===== src/rtl/btb_predictor_pkg.sv =====
// Shared definitions for the branch target buffer: counter encodings, allocation
// values and entry field widths. Counter width depends on BTB_2BIT_CTR_EN.
package btb_predictor_pkg;

  typedef enum logic [1:0] {
    SNT = 2'b00,
    WNT = 2'b01,
    WT  = 2'b10,
    ST  = 2'b11
  } ctr2_e;

  typedef enum logic [1:0] {
    CTR_HOLD,
    CTR_LOAD,
    CTR_INC,
    CTR_DEC
  } ctr_op_e;

`ifdef BTB_2BIT_CTR_EN
  localparam int              CTR_W    = 2;
  localparam logic [CTR_W-1:0] CTR_RST  = WNT;
  localparam logic [CTR_W-1:0] CTR_INIT = WT;
  localparam logic [CTR_W-1:0] CTR_JMP  = ST;
`else
  // Single-bit mode: the bit is simply the last observed direction.
  localparam int              CTR_W    = 1;
  localparam logic [CTR_W-1:0] CTR_RST  = 1'b0;
  localparam logic [CTR_W-1:0] CTR_INIT = 1'b1;
  localparam logic [CTR_W-1:0] CTR_JMP  = 1'b1;
`endif

  function automatic int idx_w(input int entries);
    return $clog2(entries);
  endfunction

  function automatic int tag_w(input int addr_w, input int entries);
    return addr_w - $clog2(entries) - 2;
  endfunction

endpackage


===== src/rtl/btb_satctr.sv =====
// Per-entry direction counter: hold, load, saturating increment or decrement.
module btb_satctr
  import btb_predictor_pkg::*;
#(
  parameter int             W       = CTR_W,
  parameter logic [W-1:0]   RST_VAL = '0
) (
  input  logic         clk,
  input  logic         rst_n,
  input  ctr_op_e      i_op,
  input  logic [W-1:0] i_load,
  output logic [W-1:0] o_ctr
);

  logic [W-1:0] r_ctr;

  // NOTE: state registers use non-blocking assignments so every flop samples
  // the pre-edge values of its neighbours, independent of process order.
  always_ff @(posedge clk or negedge rst_n) begin
    if (!rst_n) begin
      r_ctr <= RST_VAL;
    end else begin
      case (i_op)
        CTR_LOAD: r_ctr <= i_load;
        CTR_INC:  if (r_ctr != '1) r_ctr <= r_ctr + W'(1);
        CTR_DEC:  if (r_ctr != '0) r_ctr <= r_ctr - W'(1);
        default:  r_ctr <= r_ctr;
      endcase
    end
  end

  assign o_ctr = r_ctr;

endmodule


===== src/rtl/btb_predictor.sv =====
// Direct-mapped branch target buffer with fetch lookup, execute-stage update and
// misprediction detection. Define BTB_2BIT_CTR_EN for 2-bit saturating counters.
module btb_predictor
  import btb_predictor_pkg::*;
#(
  parameter int ENTRIES = 16,
  parameter int ADDR_W  = 32
) (
  input  logic              clk,
  input  logic              reset,
  input  logic [ADDR_W-1:0] pcF,
  output logic              predhitF,
  output logic              predtakenF,
  output logic [ADDR_W-1:0] predpcF,
  input  logic              flushall,
  input  logic              updvalidE,
  input  logic [ADDR_W-1:0] updpcE,
  input  logic [ADDR_W-1:0] updtargetE,
  input  logic              updtakenE,
  input  logic              updisjE,
  input  logic              predtakenE,
  input  logic [ADDR_W-1:0] predpcE,
  output logic              mispredictE,
  output logic [31:0]       cnt_upd,
  output logic [31:0]       cnt_mis
);

  localparam int IDXW = idx_w(ENTRIES);
  localparam int TAGW = tag_w(ADDR_W, ENTRIES);

  logic [ENTRIES-1:0] r_valid;
  logic [ENTRIES-1:0] r_isj;
  logic [TAGW-1:0]    r_tag    [ENTRIES];
  logic [ADDR_W-1:0]  r_target [ENTRIES];
  logic [CTR_W-1:0]   w_ctr    [ENTRIES];
  logic               r_run;
  logic [31:0]        r_cnt_upd;
  logic [31:0]        r_cnt_mis;

  logic [IDXW-1:0]    w_f_idx;
  logic [TAGW-1:0]    w_f_tag;
  logic [IDXW-1:0]    w_u_idx;
  logic [TAGW-1:0]    w_u_tag;
  logic               w_u_hit;
  logic               w_upd_go;
  logic               w_wr_en;
  ctr_op_e            w_ctr_op;
  logic [CTR_W-1:0]   w_ctr_load;
  logic               w_unused;

  assign w_f_idx  = pcF[IDXW+1:2];
  assign w_f_tag  = pcF[ADDR_W-1:IDXW+2];
  assign w_u_idx  = updpcE[IDXW+1:2];
  assign w_u_tag  = updpcE[ADDR_W-1:IDXW+2];
  assign w_unused = ^{updpcE[1:0]};

  // Lookup reads only registered state, so a same-cycle update is invisible here.
  assign predhitF    = reset & r_valid[w_f_idx] & (r_tag[w_f_idx] == w_f_tag);
  assign predtakenF  = predhitF & (r_isj[w_f_idx] | w_ctr[w_f_idx][CTR_W-1]);
  assign predpcF     = predtakenF ? r_target[w_f_idx] : pcF + ADDR_W'(4);

  assign mispredictE = updvalidE & ((predtakenE != updtakenE) |
                                    (updtakenE & (predpcE != updtargetE)));

  // r_run blocks any update sampled on the reset-release edge.
  assign w_u_hit  = r_valid[w_u_idx] & (r_tag[w_u_idx] == w_u_tag);
  assign w_upd_go = r_run & updvalidE & ~flushall;
  assign w_wr_en  = w_upd_go & updtakenE;

  // NOTE: every output of a combinational block gets a default first, so no
  // path leaves it unassigned and no latch is inferred.
  always_comb begin
    w_ctr_op   = CTR_HOLD;
    w_ctr_load = CTR_INIT;
`ifdef BTB_2BIT_CTR_EN
    if (w_wr_en) begin
      if (updisjE) begin
        w_ctr_op   = CTR_LOAD;
        w_ctr_load = CTR_JMP;
      end else if (w_u_hit) begin
        w_ctr_op   = CTR_INC;
      end else begin
        w_ctr_op   = CTR_LOAD;
        w_ctr_load = CTR_INIT;
      end
    end else if (w_upd_go && w_u_hit) begin
      w_ctr_op = CTR_DEC;
    end
`else
    if (w_wr_en) begin
      w_ctr_op   = CTR_LOAD;
      w_ctr_load = updisjE ? CTR_JMP : CTR_INIT;
    end else if (w_upd_go && w_u_hit) begin
      w_ctr_op   = CTR_LOAD;
      w_ctr_load = '0;
    end
`endif
  end

  for (genvar g = 0; g < ENTRIES; g++) begin : g_ctr
    ctr_op_e w_op_g;
    assign w_op_g = (w_u_idx == IDXW'(g)) ? w_ctr_op : CTR_HOLD;

    btb_satctr #(
      .W       (CTR_W),
      .RST_VAL (CTR_RST)
    ) u_ctr (
      .clk    (clk),
      .rst_n  (reset),
      .i_op   (w_op_g),
      .i_load (w_ctr_load),
      .o_ctr  (w_ctr[g])
    );
  end

  always_ff @(posedge clk or negedge reset) begin
    if (!reset) begin
      r_valid <= '0;
      r_run   <= 1'b0;
    end else begin
      r_run <= 1'b1;
      if (flushall) begin
        r_valid <= '0;
      end else if (w_wr_en) begin
        r_valid[w_u_idx] <= 1'b1;
      end
    end
  end

  // NOTE: tag/target/isj storage has no reset; valid bits gate every read,
  // so leaving the arrays unreset lets them map onto plain RAM.
  always_ff @(posedge clk) begin
    if (w_wr_en) begin
      r_tag[w_u_idx]    <= w_u_tag;
      r_target[w_u_idx] <= updtargetE;
      r_isj[w_u_idx]    <= updisjE;
    end
  end

  always_ff @(posedge clk or negedge reset) begin
    if (!reset) begin
      r_cnt_upd <= '0;
      r_cnt_mis <= '0;
    end else if (r_run) begin
      if (updvalidE && (r_cnt_upd != '1)) r_cnt_upd <= r_cnt_upd + 32'd1;
      if (mispredictE && (r_cnt_mis != '1)) r_cnt_mis <= r_cnt_mis + 32'd1;
    end
  end

  assign cnt_upd = r_cnt_upd;
  assign cnt_mis = r_cnt_mis;

endmodule


===== config.mk =====
export PLATFORM = sky130hd
export DESIGN_NAME = btb_predictor
export DESIGN_NICKNAME = d
export VERILOG_FILES = /design/src/rtl/btb_predictor_pkg.sv /design/src/rtl/btb_satctr.sv /design/src/rtl/btb_predictor.sv
export SDC_FILE = /design/constraint.sdc
export NUM_CORES = 1
export LEC_CHECK = 0
export CORE_ASPECT_RATIO = 0.8
export CORE_MARGIN = 2
export CORE_UTILIZATION = 60
export CTS_CLUSTER_DIAMETER = 100
export DETAILED_ROUTE_END_ITERATION = 12
export HOLD_SLACK_MARGIN = 0.1
export PLACE_DENSITY = 0.81
export SLEW_MARGIN = 20
export SYNTH_ARGS = -nofsm -noshare
export SYNTH_HDL_FRONTEND = slang
export SYNTH_HIERARCHICAL = 1
export SYNTH_SLANG_ARGS = --single-unit

===== constraint.sdc =====
create_clock -name clk -period 7.5 [get_ports clk]
set_clock_uncertainty 0.15 [all_clocks]
set_input_delay 1.5 -clock clk [delete_from_list [all_inputs] [get_ports clk]]
set_output_delay 1.5 -clock clk [all_outputs]
set_load 0.005 [all_outputs]

==> results.ini <==
[synthesis]
postSynth.asyncResetShare = 0.0932
synth_edf_count = 944
synth_compound_gate_area_share = 0.0272
yosys_register_bits = 1041
yosys.area_share.xor_xnor = 0.0310
postSynthCellCount = 2469
yosys_most_used_dff = edfxtp_1
ys_warn_count = 6
synthesis.area_per_instance_um2 = 18.7
multiplexer_fraction_of_the_synthesized_cell_area = 0.212
synth_top_family_by_area = multiplexers
yosys.cell_types.count = 72
synth_simple_gate_area_share = 0.0445
syn-cell-area_um2 = 46300
synthAdderAreaFrac = 0.000811
synth-seq-area-share = 0.665

[sta]
tns_ns = 0
fmax_mhz = 136
worst_slew_margin_rel = 0.217
grt_setup_unrepaired = false
post_route_fraction_of_the_period_consumed_by_the_critical_path = 0.979
max_slew.worst_pin.slew_ns = 1.17
timing_hold_violations_final = 0
max_slew_violation_total_from_the_final_report = 0
period_minus_slack_ns = 7.35
finalSetupViolCount = 0

[final_layout]
layout.area.seq_um2 = 30800
filler_cell_count = 4600
drive_gt1_frac = 0.240
num-nets-final = 2916
layout-area-overhead-vs-synth_pct = 15.6
multi_input_comb_area_um2 = 14900
finish.utilization = 0.697

[die]
design.core.area_um2 = 76700
dieHeight_um = 252
chipWidth_um = 314
num_rows = 91
floorplan.io_pins = 234
design.die.area_um2 = 79400
start_util = 0.603

[grt]
global_route_total_overflow = 0
antenna_found_initial = 9
grt_first_pass_wirelength_um = 185000
grt_start_max_net_pins = 67
grt_pass1_vias = 27594
globalRouteTotalUtil = 0.326

[routing]
ant_nets = 0
viasPerCell = 6.94
first_pass_iters = 7
wl_per_cell_um = 32.8
route.detailed.drc = 0
vias = 26965
routed_wire_length_um = 128000
drt_first_iter_violations = 3972

[critical_path]
endpoint_class_of_the_critical_path = output port
worstRegToRegCells = 8
ws_path_type = in2out
timing.critical_path.slowest_cell_delay_ns = 0.57
crit-reg2reg-capture = g_ctr[5].u_ctr/o_ctr$_DFFE_PN0P_
timing.critical_path.from = pcF[3]
setup.worst_path.start_class = input pin
rr_startpoint = r_tag[15][8]$_DFFE_PP_
critPathRequiredTime_ns = 5.85
path_cells = buf_8, buf_4, mux4_2, mux2i_1, xnor2_1, nand3_1, nor4_1, o2111ai_1, nor4_4, buf_12, mux2_1, clkdlybuf4s50_1
worst-path-stages = 12
cp_max_fo = 52
crit_arrival_ns = 5.70
path_delay_family = buffers and inverters
cp-endpoint = predpcF[23]
critical_path.n_buffers_inverters = 4
worst_path_max_delay_cell = mux4_2
timing.reg2reg.setup_slack_ns = 3.03

[job]
cap_viol_max_count = 0

[clocking]
cts_tree = done
clk_root_buffer_cell = clkbuf_16
register_clock_pin_slew_on_the_reported_worst_setup_and_hold_paths_ns = 0.06
cts_num_sinks = 1041
worst_skew_pair.late_latency_ns = 0.68
ctsLongestPathBuffers = 3
tritoncts.num_buffers = 99
cts_setup_buffers = 0
cts.hold.buffers_added = 0
clock_tree.htree_level_count = 3

[placed_design]
port_buffers = 231
gp_congestion = 0.947
hpwlAfterDp_um = 75900

[outcome]
outcome = completed

[power_and_ir_drop]
power.density_cell_area_nw_per_um2 = 234
irDropWorstVdd_mv = 0.230
power_leakage_uw = 0.0177

[hold_path]
min-delay-path-class = reg2reg

timing repair:
| item | in CTS | in global routing |
|---|---|---|
| resized for setup | 0 | 1 |
| endpoints found under the setup margin | 0 | 2 |
| hold endpoints to repair | 0 | 0 |
how the worst min path moves through the flow:
stage / startpoint / endpoint / slack (ns) / cells after the start
after floorplan: cnt_mis[12]$_DFFE_PN0P_ / cnt_mis[12]$_DFFE_PN0P_ / 0.33 / 1
after global placement: cnt_mis[25]$_DFFE_PN0P_ / cnt_mis[25]$_DFFE_PN0P_ / 0.32 / 1
after detailed placement: cnt_mis[25]$_DFFE_PN0P_ / cnt_mis[25]$_DFFE_PN0P_ / 0.33 / 1
after CTS: cnt_mis[25]$_DFFE_PN0P_ / cnt_mis[25]$_DFFE_PN0P_ / 0.34 / 1
after global routing: cnt_mis[25]$_DFFE_PN0P_ / cnt_mis[25]$_DFFE_PN0P_ / 0.36 / 1
final: cnt_mis[25]$_DFFE_PN0P_ / cnt_mis[25]$_DFFE_PN0P_ / 0.34 / 1
cells in the mapped netlist, types with 32 or more instances:
master    number  area share
nand3_1       46      0.0050
nor2_1       122      0.0099
mux4_2       360        0.18
mux2i_1      108       0.023
dfrtp_1       97       0.052
xnor2_1       93       0.018
mux2_2        36      0.0088
edfxtp_1     944        0.61
nand2_1       56      0.0045
clkbuf_1      52      0.0042
xor2_1        71       0.013
buf_2         47      0.0051
nand4_1       32      0.0043
per-layer routing:
metal | share of wire | up-vias | global-route usage
met5 | 0.00060 | - | 0
met4 | 0.028 | 12 | 0.0929
met3 | 0.13 | 286 | 0.0970
met2 | 0.47 | 1976 | 0.505
met1 | 0.36 | 13922 | 0.458
li1 | - | 10769 | -
state kept, by name (all words and copies together) (netlist names):
| register | flops |
|---|---|
| r_target | 512 |
| r_tag | 416 |
| cnt_mis | 32 |
| cnt_upd | 32 |
| g_ctr.u_ctr/o_ctr | 16 |
| r_isj | 16 |
| r_valid | 16 |
| r_run | 1 |
cell usage in the layout (no fill, tap or decap), types with 22 or more instances in the layout:
master             n
edfxtp_1         944
mux4_2           360
clkdlybuf4s50_1  223
nor2_1           110
mux2i_1          108
clkbuf_16        101
dfrtp_1           97
xnor2_1           93
buf_4             78
xor2_1            71
nand2_1           56
nand3_1           46
mux2_2            36
conb_1            33
nand4_1           32
a22oi_1           24
inv_1             23
nor3_1            23
o21ai_0           22
and4_1            22
logic make-up after synthesis:
family	after synthesis
muxes	525
buffers and inverters	166
xor gates and xnor gates	164
and+or+nand+nor	396
DFF	1041
adders and majority gates	3
other	2
AOI/OAI and AO/OA	172
area by class of cell:
cell class	instances	share of cell area
clock buffers	129	0.0511
well taps	1023	0.0239
diodes	3	0.000140
inverters	24	0.00171
clock inverters	56	0.0110
flip-flops and latches	1041	0.575
multi-input cells	1293	0.278
repair buffers	319	0.0584
metrics by stage:
stage | instance area [µm²] | setup slack [ns] | hold slack, ns | instances | total power [µW]
after detailed placement | 50100 | 0.305 | 0.325 | 3699 | 7520
final | 53500 | 0.154 | 0.340 | 3888 | 12500
after floorplan | 46400 | 0.0142 | 0.327 | 2500 | 7060
after global placement | 50100 | 0.312 | 0.324 | 3699 | 7490
after CTS | 53400 | 0.251 | 0.338 | 3884 | 12600
after global routing | 53500 | 0.0267 | 0.356 | 3887 | 12800
power by group:
| part | switching (µW) | leakage [µW] | total (µW) | internal, µW |
|---|---|---|---|---|
| logic | 551 | 0.00634 | 1010 | 457 |
| clock network | 2180 | 0.00160 | 5110 | 2920 |
| registers | 47.4 | 0.00972 | 6420 | 6370 |
| total | 2780 | 0.0177 | 12500 | 9750 |
worst reg2reg max path, cell delays in order (launching register included):
cell and delay (ns):
edfxtp_1 0.41, mux4_2 0.48, mux4_2 0.49, xnor2_1 0.48, nand4_1 0.34, or4_1 0.91, or3b_1 0.77, nand3b_1 0.24
o21ai_2 0.07
(Power assumes the default switching activity.)
